[src/rtl/bit_count_launcher.sv]
// bit_count_launcher: control stage between the raw DE1 KEY/SW inputs and
// the bit_counter datapath. It synchronizes and debounces the active-low
// start button, snapshots the switch operand into A, and drives bit_counter's
// level-style start. start is held high through done and dropped low to
// re-arm. A sticky err flag is set when a run never reports done.
//
// Optional build feature: define LAUNCH_COUNT_EN to add an 8-bit wrapping
// launch_count output that the board top routes to LEDR.
module bit_count_launcher #(
    parameter int WIDTH           = 8,
    parameter int SYNC_STAGES     = 2,
    parameter int DEBOUNCE_CYCLES = 4,
    parameter int DROP_CYCLES     = 2,
    parameter int TIMEOUT_CYCLES  = 16
) (
    input  logic             clk,
    input  logic             reset_n,
    input  logic             key_start_n,
    input  logic [WIDTH-1:0] sw,
    input  logic             done,
    output logic [WIDTH-1:0] A,
    output logic             start,
    output logic             busy,
    output logic             err
`ifdef LAUNCH_COUNT_EN
    ,
    output logic [7:0]       launch_count
`endif
);

    localparam int DB_W = $clog2(DEBOUNCE_CYCLES + 1);
    localparam int TM_W = $clog2(TIMEOUT_CYCLES);
    localparam int DR_W = $clog2(DROP_CYCLES + 1);
    localparam int FL_W = $clog2(SYNC_STAGES + 1);

    localparam logic [DB_W-1:0] DB_ZERO = {DB_W{1'b0}};
    localparam logic [DB_W-1:0] DB_ONE  = DB_W'(1);
    localparam logic [DB_W-1:0] DB_LAST = DB_W'(DEBOUNCE_CYCLES - 1);
    localparam logic [TM_W-1:0] TM_ZERO = {TM_W{1'b0}};
    localparam logic [TM_W-1:0] TM_ONE  = TM_W'(1);
    localparam logic [TM_W-1:0] TM_LAST = TM_W'(TIMEOUT_CYCLES - 1);
    localparam logic [DR_W-1:0] DR_ZERO = {DR_W{1'b0}};
    localparam logic [DR_W-1:0] DR_ONE  = DR_W'(1);
    // DROP is one cycle shorter than DROP_CYCLES because the LOAD cycle that
    // follows also keeps start low; together they give DROP_CYCLES low cycles.
    localparam logic [DR_W-1:0] DR_LAST = DR_W'(DROP_CYCLES - 2);
    localparam logic [FL_W-1:0] FL_ZERO = {FL_W{1'b0}};
    localparam logic [FL_W-1:0] FL_ONE  = FL_W'(1);
    localparam logic [FL_W-1:0] FL_FULL = FL_W'(SYNC_STAGES);

    localparam logic [2:0] S_IDLE = 3'd0;
    localparam logic [2:0] S_LOAD = 3'd1;
    localparam logic [2:0] S_RUN  = 3'd2;
    localparam logic [2:0] S_DONE = 3'd3;
    localparam logic [2:0] S_DROP = 3'd4;

    logic [SYNC_STAGES-1:0] sync_q, sync_d;
    logic [FL_W-1:0]        fill_q, fill_d;
    logic                   synced_s;
    logic                   sync_valid_s;
    logic                   deb_level_q, deb_level_d;
    logic [DB_W-1:0]        deb_cnt_q, deb_cnt_d;
    logic                   armed_q, armed_d;
    logic                   press_q, press_d;

    logic [2:0]             state_q, state_d;
    logic [TM_W-1:0]        timer_q, timer_d;
    logic [DR_W-1:0]        drop_q, drop_d;
    logic [WIDTH-1:0]       a_q, a_d;
    logic                   err_q, err_d;
    logic                   start_q, start_d;
    logic                   busy_q, busy_d;
    logic [7:0]             lc_q, lc_d;

    assign synced_s     = sync_q[SYNC_STAGES-1];
    assign sync_valid_s = (fill_q == FL_FULL);

    // Shift the raw button into the synchronizer and track when the chain
    // holds real samples rather than its released-level reset contents.
    always_comb begin
        sync_d = {sync_q[SYNC_STAGES-2:0], key_start_n};
        if (fill_q == FL_FULL) begin
            fill_d = fill_q;
        end else begin
            fill_d = fill_q + FL_ONE;
        end
    end

    // Debounce the synced level and emit a one-cycle press pulse on a
    // released->pressed change. A press only counts once the button has been
    // seen released after reset, so a button held through reset cannot launch.
    always_comb begin
        deb_level_d = deb_level_q;
        deb_cnt_d   = DB_ZERO;
        press_d     = 1'b0;
        armed_d     = armed_q | (sync_valid_s & synced_s & deb_level_q);
        if (synced_s != deb_level_q) begin
            if (deb_cnt_q == DB_LAST) begin
                deb_level_d = synced_s;
                deb_cnt_d   = DB_ZERO;
                press_d     = armed_q & ~synced_s;
            end else begin
                deb_cnt_d   = deb_cnt_q + DB_ONE;
            end
        end else begin
            deb_cnt_d = DB_ZERO;
        end
    end

    // Launch sequencing: IDLE -> LOAD -> RUN -> DONE -> DROP -> LOAD ...
    always_comb begin
        state_d = state_q;
        timer_d = timer_q;
        drop_d  = drop_q;
        a_d     = a_q;
        err_d   = err_q;
        case (state_q)
            S_IDLE: begin
                timer_d = TM_ZERO;
                drop_d  = DR_ZERO;
                if (press_q) begin
                    state_d = S_LOAD;
                    err_d   = 1'b0;
                end else begin
                    state_d = S_IDLE;
                end
            end
            S_LOAD: begin
                a_d     = sw;
                timer_d = TM_ZERO;
                state_d = S_RUN;
            end
            S_RUN: begin
                // done in the first RUN cycle is left over from the previous
                // run and is ignored; done beats a coincident timeout.
                if ((timer_q != TM_ZERO) && done) begin
                    state_d = S_DONE;
                end else if (timer_q == TM_LAST) begin
                    state_d = S_IDLE;
                    err_d   = 1'b1;
                end else begin
                    timer_d = timer_q + TM_ONE;
                end
            end
            S_DONE: begin
                if (press_q) begin
                    state_d = S_DROP;
                    drop_d  = DR_ZERO;
                end else begin
                    state_d = S_DONE;
                end
            end
            S_DROP: begin
                if (drop_q == DR_LAST) begin
                    state_d = S_LOAD;
                end else begin
                    drop_d  = drop_q + DR_ONE;
                end
            end
            default: begin
                state_d = S_IDLE;
                timer_d = TM_ZERO;
                drop_d  = DR_ZERO;
            end
        endcase
    end

    // Decode registered outputs from the next state so they line up with it.
    always_comb begin
        start_d = (state_d == S_RUN) || (state_d == S_DONE);
        busy_d  = (state_d == S_LOAD) || (state_d == S_RUN) || (state_d == S_DROP);
        if ((state_d == S_LOAD) && (state_q != S_LOAD)) begin
            lc_d = lc_q + 8'd1;
        end else begin
            lc_d = lc_q;
        end
    end

    // State and output registers, all cleared asynchronously by reset_n.
    always_ff @(posedge clk or negedge reset_n) begin
        if (!reset_n) begin
            sync_q      <= {SYNC_STAGES{1'b1}};
            fill_q      <= FL_ZERO;
            deb_level_q <= 1'b1;
            deb_cnt_q   <= DB_ZERO;
            armed_q     <= 1'b0;
            press_q     <= 1'b0;
            state_q     <= S_IDLE;
            timer_q     <= TM_ZERO;
            drop_q      <= DR_ZERO;
            a_q         <= {WIDTH{1'b0}};
            err_q       <= 1'b0;
            start_q     <= 1'b0;
            busy_q      <= 1'b0;
            lc_q        <= 8'd0;
        end else begin
            sync_q      <= sync_d;
            fill_q      <= fill_d;
            deb_level_q <= deb_level_d;
            deb_cnt_q   <= deb_cnt_d;
            armed_q     <= armed_d;
            press_q     <= press_d;
            state_q     <= state_d;
            timer_q     <= timer_d;
            drop_q      <= drop_d;
            a_q         <= a_d;
            err_q       <= err_d;
            start_q     <= start_d;
            busy_q      <= busy_d;
            lc_q        <= lc_d;
        end
    end

    assign A     = a_q;
    assign start = start_q;
    assign busy  = busy_q;
    assign err   = err_q;

`ifdef LAUNCH_COUNT_EN
    assign launch_count = lc_q;
`else
    logic unused_lc_s;
    assign unused_lc_s = ^lc_q;
`endif

endmodule

[config.mk]
export PLATFORM = sky130hd
export DESIGN_NAME = bit_count_launcher
export DESIGN_NICKNAME = d
export VERILOG_FILES = /design/src/rtl/bit_count_launcher.sv
export SDC_FILE = /design/constraint.sdc
export NUM_CORES = 1
export LEC_CHECK = 0
export BUFFER_PORTS_ARGS = -buffer_cell sky130_fd_sc_hd__buf_4
export CAP_MARGIN = 10
export CELL_PAD_IN_SITES_DETAIL_PLACEMENT = 1
export CELL_PAD_IN_SITES_GLOBAL_PLACEMENT = 1
export CORE_UTILIZATION = 43
export DETAILED_ROUTE_END_ITERATION = 10
export PLACE_DENSITY = 0.86
export SYNTH_ARGS = -nofsm -noshare
export SYNTH_HDL_FRONTEND = slang
export SYNTH_SLANG_ARGS = --single-unit
[constraint.sdc]
create_clock -name clk -period 2 [get_ports clk]
set_clock_uncertainty 0.15 [all_clocks]
set_input_delay 0.4 -clock clk [delete_from_list [all_inputs] [get_ports clk]]
set_output_delay 0.4 -clock clk [all_outputs]
set_load 0.01 [all_outputs]
## Yosys cells after proc, flatten, opt, wreduce, memory -nomap -nowiden

Cells that the tools add are included.

- Flip-flop bits (word level): 30
- Input port bits: 12
- Output and inout port bits: 11
- Logic and storage cells: 76

- $add $sub $neg: 4
- Eq/ne operators: 18
- Mux-type cells: 20
- Bitwise logic cells: 7
- Reductions and logical operators: 14

Operators by type and width:

| operator | count |
|---|---|
| two-way mux 3 bit | 6 |
| equality test 3 x 2 -> 1 bit, second input constant | 5 |
| one-hot mux 3 bit (5 select lines) | 1 |
| != test 2 bit, second input constant | 6 |
| two-way mux 4 bit | 2 |
| one-hot mux 4 bit (2 select lines) | 1 |
| equality test 3 x 1 -> 1 bit, second input constant | 2 |
| equality test 3 bit, second input constant | 2 |
| two-way mux 1 bit | 6 |
| one-hot mux 2 bit (3 select lines) | 1 |
| AND reduction 3 bit | 2 |
| adder 2 x 1 -> 2 bit, second input constant | 2 |
| adder 4 x 1 -> 4 bit, second input constant | 1 |
| equality test 4 bit, second input constant | 1 |
| two-way mux 2 bit | 2 |
| AND reduction 4 bit | 1 |
| nonzero test 4 bit | 1 |
| OR reduction 2 bit | 2 |
| adder 3 x 1 -> 3 bit, second input constant | 1 |
| bitwise AND 1 bit | 3 |
| zero test 3 bit | 1 |
| logical OR 1 bit | 3 |
| NOT 1 bit | 3 |
| equality test 2 bit, second input constant | 1 |
| other kinds (7) | 7 |

## Longest topological paths before layout

- Word-level depth: 7
- Gate-level depth with buffers: 6
- Gate-level depth less buffers: 6

## Worst setup path after synthesis

Ideal clock, no wire load.

- Kind: register to register
- From: reg timer_q[0]
- To: reg busy_q (netlist: busy)
- Arrival time: 1.324 ns
- Path slack: 0.397 ns
- Stages on the path, launching flop included: 7
- Buffers on the path: 0
- Period minus slack after synthesis: 1.603 ns
- Cells stage by stage: dfrtp_1 -> inv_1 -> ha_1 -> nor3b_4 -> o22ai_1 -> a211o_1 -> mux2i_1

- Longest elaborated chain between the ends: 7
- Elaborated cells between the ends (all ways): 11
- Those cells by class: eq/ne: 4; mux: 3; reduce/logical: 4

Ends and longest elaborated chain:

| what | RTL line | source |
|---|---|---|
| from (decl) | 67 | `logic [TM_W-1:0] timer_q, timer_d;` |
| from (signal assigned) | 204 | `timer_q <= timer_d;` |
| equality test 4 bit or nonzero test 4 bit (tied branches) | 138, 136 |  |
| two-way mux 3 bit or logical AND 1 bit (tied branches) | 138, 136 |  |
| two-way mux 3 bit (*) | 136 | `if ((timer_q != TM_ZERO) && done) begin` |
| one-hot mux 3 bit (5 select lines) (*) | 117 | `case (state_q)` |
| net state_d[0] | 66 | `logic [2:0] state_q, state_d;` |
| equality test 3 x 1 -> 1 bit or equality test 3 x 2 -> 1 bit (tied branches) | -- |  |
| logical OR 1 bit | 171 | `busy_d = (state_d == S_LOAD) \|\| (state_d == S_RUN) \|\| (state_d == S_DROP);` |
| logical OR 1 bit (*) | 171 |  |
| net busy_d | 72 | `logic busy_q, busy_d;` |
| to (signal assigned) | 209 | `busy_q <= busy_d;` |
| to (decl) | 72 |  |

The timed path passes the listed nets; every way through them passes the cells marked *.
A chain may end at the register's enable or synchronous reset.

## Final worst setup path

- From: reg state_q[1]
- To: reg timer_q[3]

- Longest elaborated chain between the ends: 4
- Elaborated cells between the ends (all ways): 9
- Those cells by class: eq/ne: 5; mux: 1; bitwise: 1; reduce/logical: 2

Ends and longest elaborated chain:

| what | RTL line | source |
|---|---|---|
| from (decl) | 66 |  |
| from (signal assigned) | 203 | `state_q <= state_d;` |
| equality test 3 bit or equality test 3 x 2 -> 1 bit (tied branches) | 117 |  |
| OR reduction 2 bit (no line) | -- |  |
| NOT 1 bit (no line) | -- |  |
| AND reduction 3 bit (no line) | -- |  |

Parallel ways exist; a longest one is shown, timed or not.

==> summary.md <==
| Metric | Value |
|---|---|
| Final Setup Violations | 0 |
| Ys Warns | 0 |
| Pwr dens | 1257 nW/um^2 |
| Routed vias | 989 |
| Commonest non-fill, non-tap cell in the layout | dfrtp_1 |
| Delay-heaviest family, CP | simple AND/OR/NAND/NOR gates |
| Setup_tns | 0 ns |
| Minimum clock period | 1.795 ns |
| Register area | 754.5 um^2 |
| # nets final | 160 |
| Initial cell density of the core | 45.41% |
| Hold WS | 0.1480 ns |
| Max Freq | 557.1 MHz |
| Largest net degree at the start of global routing | 31 |
| Fin. Hold Viols | 0 |
| Share of layout cells above drive strength 1 | 34.72% |
| Post-CTS setup buffer count | 0 |
| Full die area | 3455 um^2 |
| Fill count | 339 |
| Die span in y | 58.78 um |
| Synth cell types | 38 |
| Status | complete, no violations |
| CP max stage delay | 0.58 ns |
| Initial DRC count | 28 |
| Slew headroom | 68.60% |
| Core footprint | 3053 um^2 |
| Diodes inserted | 0 |
| Total Routed Length | 2.909 mm |
| RR Startpoint | state_q[1] |
| Critical path endpoint category | flop |
| Synth Cell Area | 1386 um^2 |
| DRC Markers | 0 |
| Least-Margin Pin Slew | 0.4706 ns |
| Worst-Skew Late Latency | 0.33 ns |
| Setup crit start kind | flop |
| Pwr Total | 2.109 mW |
| Post-Syn Instances | 114 |
| H-tree Lvls | 2 |
| Wire per inst | 15.47 um |
| Final Instance Area | 1678 um^2 |
| Area growth syn-to-layout | 21.03% |
| Vias in the first global route | 1034 |
| Worst VDD drop | 0.0006456 V |
| Post-synthesis sequential area ratio | 54.42% |
| Total GRT Usage | 19.12% |
| Slowest CP cell | dfrtp_1 |
| Max cap viols | 0 |
| Final worst-path cycle share | 89.75% |
| Drt via density | 5.261 |
| Ports | 23 |
| RSZ-0062 raised after global routing | no |
| Site Rows | 20 |
| RePlAce Congestion | 0.7663 |
| Post-DP HPWL | 2.136 mm |
| Yosys reg bits | 30 |
| Required time worst endpoint | 2.11 ns |
| Setup WS pre-CTS | 0.2025 ns |
| CTS buffer count | 5 |
| Max-slew violations | 0 |
| FF-to-FF setup slack | 0.20 ns |
| Placed cell count | 178 |
| Type of the tightest min-delay check | in -> reg |
| Die Wd | 58.78 um |
| Cell chain of the critical path | nor2b_1 > nand4_1 > a21oi_1 > a2bb2oi_1 |
| First-pass GRT wire length | 4.712 mm |
| Most frequent cells in the layout | dfrtp_1 (27), buf_4 (23), mux2_2 (9) |
| Worst path bufs/invs | 0 |
| Grt total ovfl | 0 |
| PortBufs | 22 |
| Antenna violations before repair | 0 |
| ANT nets after route | 0 |
| Crit Path Class | reg -> reg |
| Final non-filler cell total | 188 |
| Area occupied by multi-input gates | 581.8 um^2 |
| Maximum clock insertion buffer count | 2 |
| Drt first pass iters | 4 |
| Worst setup path start | state_q[1] |
| Syn avg cell area | 12.16 um^2 |
| Clk slew on worst S/H paths | 0.10 ns |
| Fin worst setup slack | 0.2050 ns |
| Clk sinks | 30 |
| Area after DPL | 1594 um^2 |
| Worst Path Arrival | 1.90 ns |
| Post-Syn Nets | 131 |
| Final Core Density | 54.96% |
| Crit Path Max Fanout | 12 |
| Leakage power figure | 0.7632 nW |
| Worst Hold Launch | sw[2] |
| CTS tree | yes |
| Clock root buffer | clkbuf_4 |
## registers in the layout (all words and copies together), names as in the netlist
name / cells
A: 8
armed_q: 1
busy: 1
deb_cnt_q: 3
deb_level_q: 1
drop_q: 2
err: 1
fill_q: 2
press_q: 1
start: 1
state_q: 3
sync_q: 2
timer_q: 4
## layout make-up
type	count	share of cell area (%)
Tap cell	44	3.281
Clock buffer	6	3.057
Multi-Input combinational cell	73	34.68
Inverter	8	1.790
Sequential cell	30	44.97
Clock inverter	2	0.7457
Timing Repair Buffer	25	11.48
## worst paths after layout
path / end / depth (start not counted)
max: timer_q[3] / 4
min: A[2] / 2
max reg2reg: timer_q[3] / 4
min reg2reg: sync_q[1] / 0
max in group asynchronous: deb_level_q / 2
min in group asynchronous: timer_q[2] / 2
## routing by layer
metal,part of all wire [%],vias to the layer above,wire (um),track usage (%)
met5,0,-,0,0
met2,52,17,1502,31.01
met3,3.2,10,92,5.934
met4,3.4,0,100,11.56
li1,-,468,-,-
met1,42,494,1214,22.11
## cell families (layout without fill, tap and decap cells)
logic type	Yosys count	in the layout	synth area share, %
muxes	10	10	8.033
AOI/OAI and AO/OA	24	24	12.64
DFF	30	30	54.42
and+or+nand+nor	31	31	14.89
xor gates and xnor gates	3	3	1.896
buffers and inverters	11	41	3.610
adders and majority gates	5	5	4.513
## synthesized netlist by cell type
cell       instances  area, um^2
buf_4              2       15.01
o311ai_0           1       8.760
o21a_1             1       7.510
a2bb2oi_1          1       8.760
mux2_2             9       101.4
a21oi_1            4       20.02
buf_2              1       5.000
and2_1             1       6.260
nand2_1            7       26.28
nor2b_1            2       12.51
o22ai_1            3       18.77
and3_1             1       6.260
mux2i_1            1       10.01
nor4b_1            1       8.760
o32ai_1            1       8.760
a211o_1            1       8.760
xnor2_1            3       26.28
inv_1              8       30.03
a21bo_2            2       20.02
dfstp_2            3       78.83
a31o_2             2       17.52
a32o_1             1       10.01
nand4_1            1       6.260
and4b_1            2       20.02
nand3_1            2       10.01
nor3b_4            2       37.54
o21ai_0            4       20.02
nor3b_1            3       22.52
nor3_1             1       5.000
nor4_1             1       6.260
o22ai_2            1       12.51
dfrtp_1           27       675.7
nor2_1             3       11.26
a31oi_1            1       6.260
or3b_1             1       8.760
o211ai_1           1       7.510
ha_1               5       62.56
nand2b_1           3       18.77
## repair_timing
item	CTS	global route
resized for setup	0	0
hold buffers	1	1
endpoints found under the hold margin	27	1
setup endpoints to repair	0	0
## power breakdown
part / switching [mW] / leakage, nW / internal [mW] / total [mW]
registers: 0.154 / 0.369 / 0.788 / 0.942
logic: 0.356 / 0.360 / 0.431 / 0.787
clock network: 0.212 / 0.0343 / 0.169 / 0.380
total: 0.722 / 0.763 / 1.39 / 2.11
Note: power is estimated with default switching activity, not from simulation.
